==> config.mk <==
export PLATFORM = sky130hd
export DESIGN_NAME = lcd_text_driver_flat
export DESIGN_NICKNAME = d
export VERILOG_FILES = /design/src/rtl/lcd_text_driver_if.sv /design/src/rtl/lcd_text_driver.sv /design/src/flat_wrapper.sv
export SDC_FILE = /design/constraint.sdc
export NUM_CORES = 1
export LEC_CHECK = 0
export BUFFER_PORTS_ARGS = -buffer_cell sky130_fd_sc_hd__buf_2
export CELL_PAD_IN_SITES_DETAIL_PLACEMENT = 1
export CELL_PAD_IN_SITES_GLOBAL_PLACEMENT = 1
export CORE_MARGIN = 4
export CORE_UTILIZATION = 28
export CTS_CLUSTER_DIAMETER = 50
export DETAILED_ROUTE_END_ITERATION = 10
export PLACE_DENSITY = 0.53
export REMOVE_ABC_BUFFERS = 1
export SYNTH_ARGS = -nofsm -noshare
export SYNTH_HDL_FRONTEND = slang
export SYNTH_SLANG_ARGS = --single-unit
==> constraint.sdc <==
create_clock -name clk -period 8.85 [get_ports clk]
set_input_delay 2.655 -clock clk [delete_from_list [all_inputs] [get_ports clk]]
set_output_delay 2.655 -clock clk [all_outputs]
set_load 0.02 [all_outputs]
==> src/rtl/lcd_text_driver_if.sv <==
// Pin and text-source bundle for lcd_text_driver: the LCD parallel bus plus the
// index/char_in lookup into the character generator and the status strobes.
interface lcd_text_driver_if;
    logic [7:0] char_in;
    logic [4:0] index;
    logic       lcd_e;
    logic       lcd_rs;
    logic       lcd_rw;
    logic [7:0] lcd_data;
    logic       init_done;
    logic       frame_done;

    modport master (
        input  char_in,
        output index,
        output lcd_e,
        output lcd_rs,
        output lcd_rw,
        output lcd_data,
        output init_done,
        output frame_done
    );

    modport slave (
        output char_in,
        input  index,
        input  lcd_e,
        input  lcd_rs,
        input  lcd_rw,
        input  lcd_data,
        input  init_done,
        input  frame_done
    );
endinterface

==> src/rtl/lcd_text_driver.sv <==
// HD44780 8-bit parallel driver: power-up wait, four-command init, then an endless
// refresh of two 16-character lines fetched one at a time from a registered text source.
module lcd_text_driver #(
    parameter int unsigned T_PWRUP = 750000,
    parameter int unsigned T_SU    = 2,
    parameter int unsigned T_PW    = 12,
    parameter int unsigned T_HOLD  = 2,
    parameter int unsigned T_CMD   = 2500,
    parameter int unsigned T_CLR   = 100000
) (
    input  logic              clk,
    input  logic              rst,
    lcd_text_driver_if.master bus
);

    typedef enum logic [2:0] {
        S_PWRUP,
        S_FETCH,
        S_SETUP,
        S_PULSE,
        S_HOLD,
        S_WAIT
    } state_t;

    typedef enum logic [2:0] {
        PH_INIT,
        PH_ADDR1,
        PH_LINE1,
        PH_ADDR2,
        PH_LINE2
    } phase_t;

    localparam logic [19:0] CNT_PWRUP = 20'(T_PWRUP);
    localparam logic [19:0] CNT_SU    = 20'(T_SU);
    localparam logic [19:0] CNT_PW    = 20'(T_PW);
    localparam logic [19:0] CNT_HOLD  = 20'(T_HOLD);
    localparam logic [19:0] CNT_CMD   = 20'(T_CMD);
    localparam logic [19:0] CNT_CLR   = 20'(T_CLR);
    localparam logic [19:0] CNT_FETCH = 20'd2;

    localparam logic [7:0] CMD_ADDR1 = 8'h80;
    localparam logic [7:0] CMD_ADDR2 = 8'hC0;
    localparam logic [4:0] LAST_LINE1 = 5'd15;
    localparam logic [4:0] FIRST_LINE2 = 5'd16;
    localparam logic [4:0] LAST_LINE2 = 5'd31;

    function automatic logic [7:0] init_cmd(input logic [1:0] step);
        logic [7:0] cmd;
        case (step)
            2'd0:    cmd = 8'h38;
            2'd1:    cmd = 8'h0C;
            2'd2:    cmd = 8'h06;
            default: cmd = 8'h01;
        endcase
        return cmd;
    endfunction

    state_t      state_q, state_d;
    phase_t      phase_q, phase_d;
    logic [1:0]  init_step_q, init_step_d;
    logic [19:0] cnt_q, cnt_d;
    logic [4:0]  index_q, index_d;
    logic        lcd_e_q, lcd_e_d;
    logic        lcd_rs_q, lcd_rs_d;
    logic [7:0]  lcd_data_q, lcd_data_d;
    logic        init_done_q, init_done_d;
    logic        frame_done_q, frame_done_d;

    logic [19:0] limit;
    logic        expired;

    // The single shared counter runs to a per-state limit; only the clear command waits longer.
    always_comb begin
        limit = CNT_CMD;
        case (state_q)
            S_PWRUP: limit = CNT_PWRUP;
            S_FETCH: limit = CNT_FETCH;
            S_SETUP: limit = CNT_SU;
            S_PULSE: limit = CNT_PW;
            S_HOLD:  limit = CNT_HOLD;
            S_WAIT:  limit = (phase_q == PH_INIT && init_step_q == 2'd3) ? CNT_CLR : CNT_CMD;
            default: limit = CNT_CMD;
        endcase
    end

    assign expired = (cnt_q == limit - 20'd1);

    always_comb begin
        state_d      = state_q;
        phase_d      = phase_q;
        init_step_d  = init_step_q;
        cnt_d        = expired ? 20'd0 : cnt_q + 20'd1;
        index_d      = index_q;
        lcd_e_d      = lcd_e_q;
        lcd_rs_d     = lcd_rs_q;
        lcd_data_d   = lcd_data_q;
        init_done_d  = init_done_q;
        frame_done_d = 1'b0;

        if (expired) begin
            case (state_q)
                S_PWRUP: begin
                    state_d    = S_SETUP;
                    lcd_rs_d   = 1'b0;
                    lcd_data_d = init_cmd(init_step_q);
                end
                // Two cycles give the registered source time to answer the new index.
                S_FETCH: begin
                    state_d    = S_SETUP;
                    lcd_rs_d   = 1'b1;
                    lcd_data_d = bus.char_in;
                end
                S_SETUP: begin
                    state_d = S_PULSE;
                    lcd_e_d = 1'b1;
                end
                S_PULSE: begin
                    state_d = S_HOLD;
                    lcd_e_d = 1'b0;
                end
                S_HOLD: begin
                    state_d = S_WAIT;
                end
                S_WAIT: begin
                    case (phase_q)
                        PH_INIT: begin
                            state_d  = S_SETUP;
                            lcd_rs_d = 1'b0;
                            if (init_step_q == 2'd3) begin
                                phase_d     = PH_ADDR1;
                                init_done_d = 1'b1;
                                lcd_data_d  = CMD_ADDR1;
                            end else begin
                                init_step_d = init_step_q + 2'd1;
                                lcd_data_d  = init_cmd(init_step_q + 2'd1);
                            end
                        end
                        PH_ADDR1: begin
                            phase_d = PH_LINE1;
                            state_d = S_FETCH;
                            index_d = 5'd0;
                        end
                        PH_LINE1: begin
                            if (index_q == LAST_LINE1) begin
                                phase_d    = PH_ADDR2;
                                state_d    = S_SETUP;
                                lcd_rs_d   = 1'b0;
                                lcd_data_d = CMD_ADDR2;
                            end else begin
                                state_d = S_FETCH;
                                index_d = index_q + 5'd1;
                            end
                        end
                        PH_ADDR2: begin
                            phase_d = PH_LINE2;
                            state_d = S_FETCH;
                            index_d = FIRST_LINE2;
                        end
                        PH_LINE2: begin
                            if (index_q == LAST_LINE2) begin
                                phase_d      = PH_ADDR1;
                                state_d      = S_SETUP;
                                lcd_rs_d     = 1'b0;
                                lcd_data_d   = CMD_ADDR1;
                                frame_done_d = 1'b1;
                            end else begin
                                state_d = S_FETCH;
                                index_d = index_q + 5'd1;
                            end
                        end
                        default: begin
                            phase_d = PH_INIT;
                            state_d = S_PWRUP;
                        end
                    endcase
                end
                default: begin
                    state_d = S_PWRUP;
                    lcd_e_d = 1'b0;
                end
            endcase
        end
    end

    always_ff @(posedge clk) begin
        if (!rst) begin
            state_q      <= S_PWRUP;
            phase_q      <= PH_INIT;
            init_step_q  <= 2'd0;
            cnt_q        <= 20'd0;
            index_q      <= 5'd0;
            lcd_e_q      <= 1'b0;
            lcd_rs_q     <= 1'b0;
            lcd_data_q   <= 8'h00;
            init_done_q  <= 1'b0;
            frame_done_q <= 1'b0;
        end else begin
            state_q      <= state_d;
            phase_q      <= phase_d;
            init_step_q  <= init_step_d;
            cnt_q        <= cnt_d;
            index_q      <= index_d;
            lcd_e_q      <= lcd_e_d;
            lcd_rs_q     <= lcd_rs_d;
            lcd_data_q   <= lcd_data_d;
            init_done_q  <= init_done_d;
            frame_done_q <= frame_done_d;
        end
    end

    assign bus.index      = index_q;
    assign bus.lcd_e      = lcd_e_q;
    assign bus.lcd_rs     = lcd_rs_q;
    assign bus.lcd_rw     = 1'b0;
    assign bus.lcd_data   = lcd_data_q;
    assign bus.init_done  = init_done_q;
    assign bus.frame_done = frame_done_q;

endmodule

==> src/flat_wrapper.sv <==
// flat-port wrapper written by rule: the top's interface ports become plain ports
module lcd_text_driver_flat 
#(
    parameter int unsigned T_PWRUP = 750000,
    parameter int unsigned T_SU    = 2,
    parameter int unsigned T_PW    = 12,
    parameter int unsigned T_HOLD  = 2,
    parameter int unsigned T_CMD   = 2500,
    parameter int unsigned T_CLR   = 100000
)
  (clk, rst, bus_char_in, bus_index, bus_lcd_e, bus_lcd_rs, bus_lcd_rw, bus_lcd_data, bus_init_done, bus_frame_done);
  lcd_text_driver_if bus_i ();
  input  logic clk;
  input  logic rst;
  input wire logic [$bits(bus_i.char_in)-1:0] bus_char_in;
  output wire logic [$bits(bus_i.index)-1:0] bus_index;
  output wire logic [$bits(bus_i.lcd_e)-1:0] bus_lcd_e;
  output wire logic [$bits(bus_i.lcd_rs)-1:0] bus_lcd_rs;
  output wire logic [$bits(bus_i.lcd_rw)-1:0] bus_lcd_rw;
  output wire logic [$bits(bus_i.lcd_data)-1:0] bus_lcd_data;
  output wire logic [$bits(bus_i.init_done)-1:0] bus_init_done;
  output wire logic [$bits(bus_i.frame_done)-1:0] bus_frame_done;
  assign bus_i.char_in = bus_char_in;
  assign bus_index = bus_i.index;
  assign bus_lcd_e = bus_i.lcd_e;
  assign bus_lcd_rs = bus_i.lcd_rs;
  assign bus_lcd_rw = bus_i.lcd_rw;
  assign bus_lcd_data = bus_i.lcd_data;
  assign bus_init_done = bus_i.init_done;
  assign bus_frame_done = bus_i.frame_done;
  lcd_text_driver #(.T_PWRUP(T_PWRUP), .T_SU(T_SU), .T_PW(T_PW), .T_HOLD(T_HOLD), .T_CMD(T_CMD), .T_CLR(T_CLR)) u_core (.clk(clk), .rst(rst), .bus(bus_i));
endmodule
==> results.ini, run 1 <==
[global_routing]
overflow = 0
met3_usage_pct = 2.25
busiest_layer = met2
antenna_found_initial = 0
grt_pass1_wl_mm = 14.7
grt_max_degree = 49
grt.total_usage_pct = 13.8
gr-usage-met2_pct = 23.0
grt_pass1_vias = 2875
grtUsageMet1_pct = 18.2

[clock_tree]
hold_buffers = 0
cts.htree.levels = 2
post-cts-setup-buffers = 0
numCtsBuffers = 5
clockRootBuffer = clkbuf_8
cts_buffer_depth = 2
insertion_delay_ns = 0.30
clock-sinks = 45
ctsResizeCount = 0
tritoncts = done
path_clk_slew_ns = 0.09

[status]
status = finished clean

[cells_and_area]
nets = 420
stdcell_count = 539
area_growth_pct = 9.71
n_antenna_cell = 0
multi_input_area_mm2 = 0.00198
seq_area_um2 = 901
drive_gt1_share_pct = 11.3
nFillCells = 1304

[floorplanning]
die_y_um = 113
io-pin-count = 28
die_w_um = 113
start_util_pct = 28.5
coreArea_mm2 = 0.0108
die_area_mm2 = 0.0127
num_rows = 38

[synth]
synth_most_common_cell = nand2_1
ys_types = 60
synth_warnings = 0
synth_top_area_share_pct = 29.3
ys_seq_area_share_pct = 29.3
synth_area_per_cell_um2 = 7.80
yosys-top-cells-count = nand2_1 (53), dfxtp_1 (45), nor2_1 (35)
synth_edf_count = 0
syn_area_mm2 = 0.00308
ys.flop_type = dfxtp_1
synth_seq_cells = 45
async_flop_share_pct = 0
synthTopCellsByArea = dfxtp_1 (29%), nand2_1 (6.5%), mux2i_1 (6.2%), ha_1 (4.9%), xor2_1 (4.8%)
synth_largest_area_cell = dfxtp_1
netlist_instances = 395

[min_path]
hold_path.startpoint = u_core.bus.init_done
min_path_type = reg -> reg

[critical_path]
crit_path_start_kind = flop
reg2reg_from = u_core.init_step_q[0]
worstPathMaxFanout = 18
critPathArrivalTime_ns = 4.81
crit_required_ns = 9.05
crit_path_start = u_core.init_step_q[0]
end_kind = flop
path_class = reg -> reg

[placed_design]
numPortBuffers = 26
globalplace.congestion = 0.798
post-place-ws_ns = 4.25
dpl.hpwl_mm = 6.00
placed_cells = 531

[flow_run]
drv_cap = 0

[sta]
min_period_over_period_pct = 52.0
worst_slew_pin_slew_ns = 0.846
rsz0062_at_grt = no
whs_ns = 0.456
max_freq_ghz = 0.217
post-route-min-period_ns = 4.60
hold_viol_final = 0
setup_ws_ns = 4.25
fin_worst_skew_ns = 0.0151
maxSlewHeadroom_pct = 43.6
maxSlewViolCount = 0
setup_tns_ns = 0
setup_violations = 0

[pwr]
pwr_density_cell_mw_per_mm2 = 115
p_leak_nw = 1.29
peakVddDrop_mv = 0.0553

[drt]
num_vias = 2764
drc_errors = 0
wirelength_mm = 8.48
first_pass_iters = 6
drtIter0Drc = 107
avgViaCountPerCell = 5.13
wire_per_inst_um = 15.7
antenna_left = 0

-- layer usage --
layer	vias up	wire (um)
met5	-	0
met4	0	170
met3	13	280
met2	40	3900
met1	1320	4130
li1	1391	-
-- worst paths after layout --
path / cells after the start / slack [ns] / end
setup / recovery: 13 / 4.25 / u_core.bus.lcd_rs
hold / removal: 2 / 0.46 / u_core.bus.init_done
setup reg to reg: 13 / 4.25 / u_core.bus.lcd_rs
hold reg to reg: 2 / 0.46 / u_core.bus.init_done
-- critical path: stages (launching register included) --
cell and delay (ns):
dfxtp_1 0.45, ha_1 0.30, or4b_1 0.61, nand2_1 0.12, nand2_1 0.05, a21oi_1 0.15
ha_1 0.27, xnor2_1 0.13, a2111oi_0 0.54, nand4_1 0.18, a211oi_2 0.21, nand3_2 0.34
or4b_1 0.85, a22o_1 0.28
-- flip-flops by register name, indices dropped and copies added, names as in the netlist, 2 cells and up --
signal / cells
u_core.state_q: 3
u_core.phase_q: 3
u_core.init_step_q: 2
u_core.bus.lcd_data: 8
u_core.bus.index: 5
u_core.cnt_q: 20
-- power breakdown --
part / internal [W] / switching (W)
Clock: 0.0000920 / 0.0000770
Combinational: 0.00000483 / 0.00000808
Sequential: 0.000203 / 0.00000167
-- cell families after synthesis --
kind of cell             share of synthesized area, %
other                                           0.122
AO/OA/AOI/OAI                                    14.4
XOR/XNOR                                         7.68
adder cells (fa/ha/maj)                          5.20
flip-flops                                       29.3
AND/OR/NAND/NOR                                  30.3
multiplexers                                     6.54
buffers and inverters                            6.46
-- per-stage QoR --
step,util [%],total power [W],instance area [um2]
after floorplan,-,0.000215,2930
after global placement,30.2,0.000223,3260
after detailed placement,30.2,0.000223,3260
after CTS,31.3,0.000396,3380
after global routing,31.3,0.000405,3380
final,31.3,0.000387,3380
-- area by class of cell --
class | instances | share of cell area (%)
Timing Repair Buffer | 29 | 4.52
Inverter | 12 | 1.33
Tap cell | 140 | 5.19
Sequential cell | 45 | 26.7
Clock buffer | 6 | 2.44
Clock inverter | 2 | 1.11
Multi-Input combinational cell | 305 | 58.7
-- layout by cell type (no fill, tap or decap), types with 3 or more instances in the layout --
master     instances
and2_1             7
or4_1              4
a21oi_1            5
a2111oi_0          3
nor3b_1            3
nand2b_1           5
nand4b_1           3
buf_4              3
nor3_1             7
mux2i_1           19
a22o_1             3
and3_1             9
dfxtp_1           45
nor4_1             5
nand3_1           16
ha_1              12
nor2b_1           10
o31ai_1            3
xor2_1            17
xnor2_1           10
nand3b_1           5
nand4_1            4
o22ai_1            3
o211ai_1           5
nor2_1            35
nor4b_1            3
buf_2             26
o21ai_0           20
nand2_1           53
clkbuf_8           6
inv_1             12
No activity file was read; power rests on OpenSTA's default activity.
==> run 2: changes to the inputs <==
--- a/config.mk
+++ b/config.mk
@@ -5,6 +5,7 @@
 export SDC_FILE = /design/constraint.sdc
 export NUM_CORES = 1
 export LEC_CHECK = 0
+export ABC_AREA = 1
 export BUFFER_PORTS_ARGS = -buffer_cell sky130_fd_sc_hd__buf_2
 export CELL_PAD_IN_SITES_DETAIL_PLACEMENT = 1
 export CELL_PAD_IN_SITES_GLOBAL_PLACEMENT = 1
@@ -12,7 +13,7 @@
 export CORE_UTILIZATION = 28
 export CTS_CLUSTER_DIAMETER = 50
 export DETAILED_ROUTE_END_ITERATION = 10
-export PLACE_DENSITY = 0.53
+export PLACE_DENSITY = 0.57
 export REMOVE_ABC_BUFFERS = 1
 export SYNTH_ARGS = -nofsm -noshare
 export SYNTH_HDL_FRONTEND = slang
==> constraint.sdc (replaced) <==
create_clock -name clk -period 4.1 [get_ports clk]
set_input_delay 1.23 -clock clk [delete_from_list [all_inputs] [get_ports clk]]
set_output_delay 1.23 -clock clk [all_outputs]
set_load 0.02 [all_outputs]
==> run 2 against run 1 <==
Against the previous run:
- final cell count is 27% higher
- final area is 7.1% higher
- critical path type unchanged
- first-iteration DRC count is 6.5% lower
- non-clock buffer count is 3 lower
- wire length is 12% higher
- die area is 4.6% higher
- sequential power is 120% higher
- critical endpoint is now u_core.state_q[0]
==> results.ini, run 2 <==
[min_path]
hold_path.startpoint = u_core.bus.init_done
holdPathEnd = u_core.bus.init_done
holdPathStages = 1
min_path_type = reg -> reg

[floorplanning]
die_y_um = 115
die_area_mm2 = 0.0133
io-pin-count = 28
start_util_pct = 29.2
coreArea_mm2 = 0.0111
num_rows = 38
die_w_um = 115

[critical_path]
crit_required_ns = 4.26
reg2reg_depth = 18
critPathArrivalTime_ns = 3.44
end_kind = flop
crit_path_start_kind = flop
reg2reg_from = u_core.state_q[1]
rr_endpoint = u_core.state_q[0]
worstPathMaxFanout = 22
path_class = reg -> reg
r2r_slack_ns = 0.82

[cells_and_area]
final_util_pct = 32.7
multi_input_area_mm2 = 0.00196
area_growth_pct = 11.9
seq_area_um2 = 901
largest_register_ffs = 20
n_antenna_cell = 0
final_common_cell = nand2_1
layout_common_cells = nand2_1 (143), nor2_1 (84), inv_1 (72)
nets = 566
drive_gt1_share_pct = 12.1
top_register = u_core.cnt_q
nFillCells = 1476

[clock_tree]
tritoncts = done
clock-sinks = 45
hold_buffers = 0
path_clk_slew_ns = 0.07
cts.htree.levels = 2
ctsResizeCount = 0
post-cts-setup-buffers = 0
cts_buffer_depth = 2
insertion_delay_ns = 0.30
numCtsBuffers = 5
clockRootBuffer = clkbuf_16

[sta]
hold_viol_final = 0
post-route-min-period_ns = 3.28
setup_tns_ns = 0
fin_worst_skew_ns = 0.0122
max_freq_ghz = 0.305
min_period_over_period_pct = 80.1
maxSlewViolCount = 0
setup_violations = 0
rsz0062_at_grt = no

[drt]
antenna_left = 0
wire_per_inst_um = 13.9
avgViaCountPerCell = 4.64
wirelength_mm = 9.48
num_vias = 3172
drc_errors = 0
drtIter0Drc = 100
first_pass_iters = 4

[pwr]
p_leak_nw = 1.67
peakVddDrop_mv = 0.110
pwr_density_cell_mw_per_mm2 = 257

[synth]
synth_top_family_by_area = simple AND/OR/NAND/NOR gates
synth_top_area_share_pct = 27.9
ys.flop_type = dfxtp_1
synth_compound_area_share_pct = 7.00
synth_most_common_cell = nand2_1
async_flop_share_pct = 0
synth_seq_cells = 45
synth_xor_area_share_pct = 2.98
synth_area_per_cell_um2 = 6.21
ys_types = 44
netlist_instances = 521
synth_warnings = 0
synthTopCellsByArea = dfxtp_1 (28%), nand2_1 (17%), nor2_1 (9.8%), inv_1 (8.4%), nand3_1 (6.5%)
synth_largest_area_cell = dfxtp_1
synthSimpleGateAreaFrac_pct = 45.9
synth_edf_count = 0
synth_fa_ha_area_share_pct = 4.64
yosys-top-cells-count = nand2_1 (143), nor2_1 (84), inv_1 (72)
ys_seq_area_share_pct = 27.9
syn_area_mm2 = 0.00323
yosys-mux-area-fraction_pct = 0

[global_routing]
grt_pass1_vias = 3290
overflow = 0
grt_max_degree = 24
antenna_found_initial = 0
grt.total_usage_pct = 15.4
grt_pass1_wl_mm = 16.3

[placed_design]
dpl.hpwl_mm = 7.66
globalplace.congestion = 0.835
numPortBuffers = 26

[flow_run]
drv_cap = 0

[status]
status = finished clean

==> run 2: critical path, stage by stage, from the launching register on <==
cell and delay [ns]:
dfxtp_1 0.57, inv_4 0.11, nand2_2 0.16, nor2_4 0.10, nand2_2 0.09, nand2_2 0.07
nor2_1 0.09, ha_1 0.21, inv_1 0.07, nor2_1 0.24, nand3_1 0.14, nand3_1 0.11
nand2_1 0.13, nor2_1 0.18, nand2_1 0.11, nor2_4 0.12, nand2_4 0.13, nand2_2 0.38
o22ai_1 0.11
==> run 2: final cells by class <==
cell class | instances | area share, %
Sequential cell | 45 | 24.9
Clock buffer | 5 | 3.46
Multi-Input combinational cell | 389 | 54.2
Clock inverter | 2 | 0.968
Timing Repair Buffer | 26 | 3.60
Inverter | 77 | 8.06
Tap cell | 140 | 4.84
==> run 2: per-stage QoR <==
step | total power (W) | hold WS (ns) | cells | instance area, um2 | setup slack, ns
2_1_floorplan | 0.000466 | 0.430 | 511 | 3150 | 1.44
3_3_place_gp | 0.000478 | 0.450 | 677 | 3460 | 0.850
3_5_place_dp | 0.000479 | 0.457 | 677 | 3460 | 0.781
4_1_cts | 0.000949 | 0.474 | 684 | 3620 | 0.766
5_1_grt | 0.000968 | 0.499 | 684 | 3620 | 0.444
6_report | 0.000930 | 0.464 | 684 | 3620 | 0.817
==> run 2: kinds of logic after synthesis <==
group,Yosys count
AO/OA/AOI/OAI,37
AND/OR/NAND/NOR,328
adder cells (fa/ha/maj),12
flip-flops,45
XOR/XNOR,11
other,1
buffers and inverters,87
==> run 2: report_power, final <==
part,leakage [nW],switching (W),internal [W]
sequential,0.363,0.00000255,0.000439
clock,0.0797,0.000179,0.000283
combinational,1.22,0.0000170,0.00000879
total,1.67,0.000198,0.000732
==> run 2: layer usage <==
layer  GRT usage (%)  up-vias  part of all wire, %
li1                -     1671                    -
met4            4.46        0                  1.3
met3            2.19        8                  2.7
met2            25.0       32                   46
met1            21.3     1461                   50
met5               0        -                    0
==> run 2: how the worst max path moves through the flow <==
stage                          start                 to  slack [ns]  cells past startpoint
2_1_floorplan  u_core.init_step_q[0]  u_core.state_q[0]        1.44                     17
3_3_place_gp   u_core.init_step_q[0]  u_core.state_q[1]        0.85                     17
3_5_place_dp   u_core.init_step_q[0]  u_core.state_q[1]        0.78                     17
4_1_cts        u_core.init_step_q[0]  u_core.state_q[1]        0.77                     17
5_1_grt            u_core.state_q[1]  u_core.state_q[0]        0.44                     18
6_report           u_core.state_q[1]  u_core.state_q[0]        0.82                     18
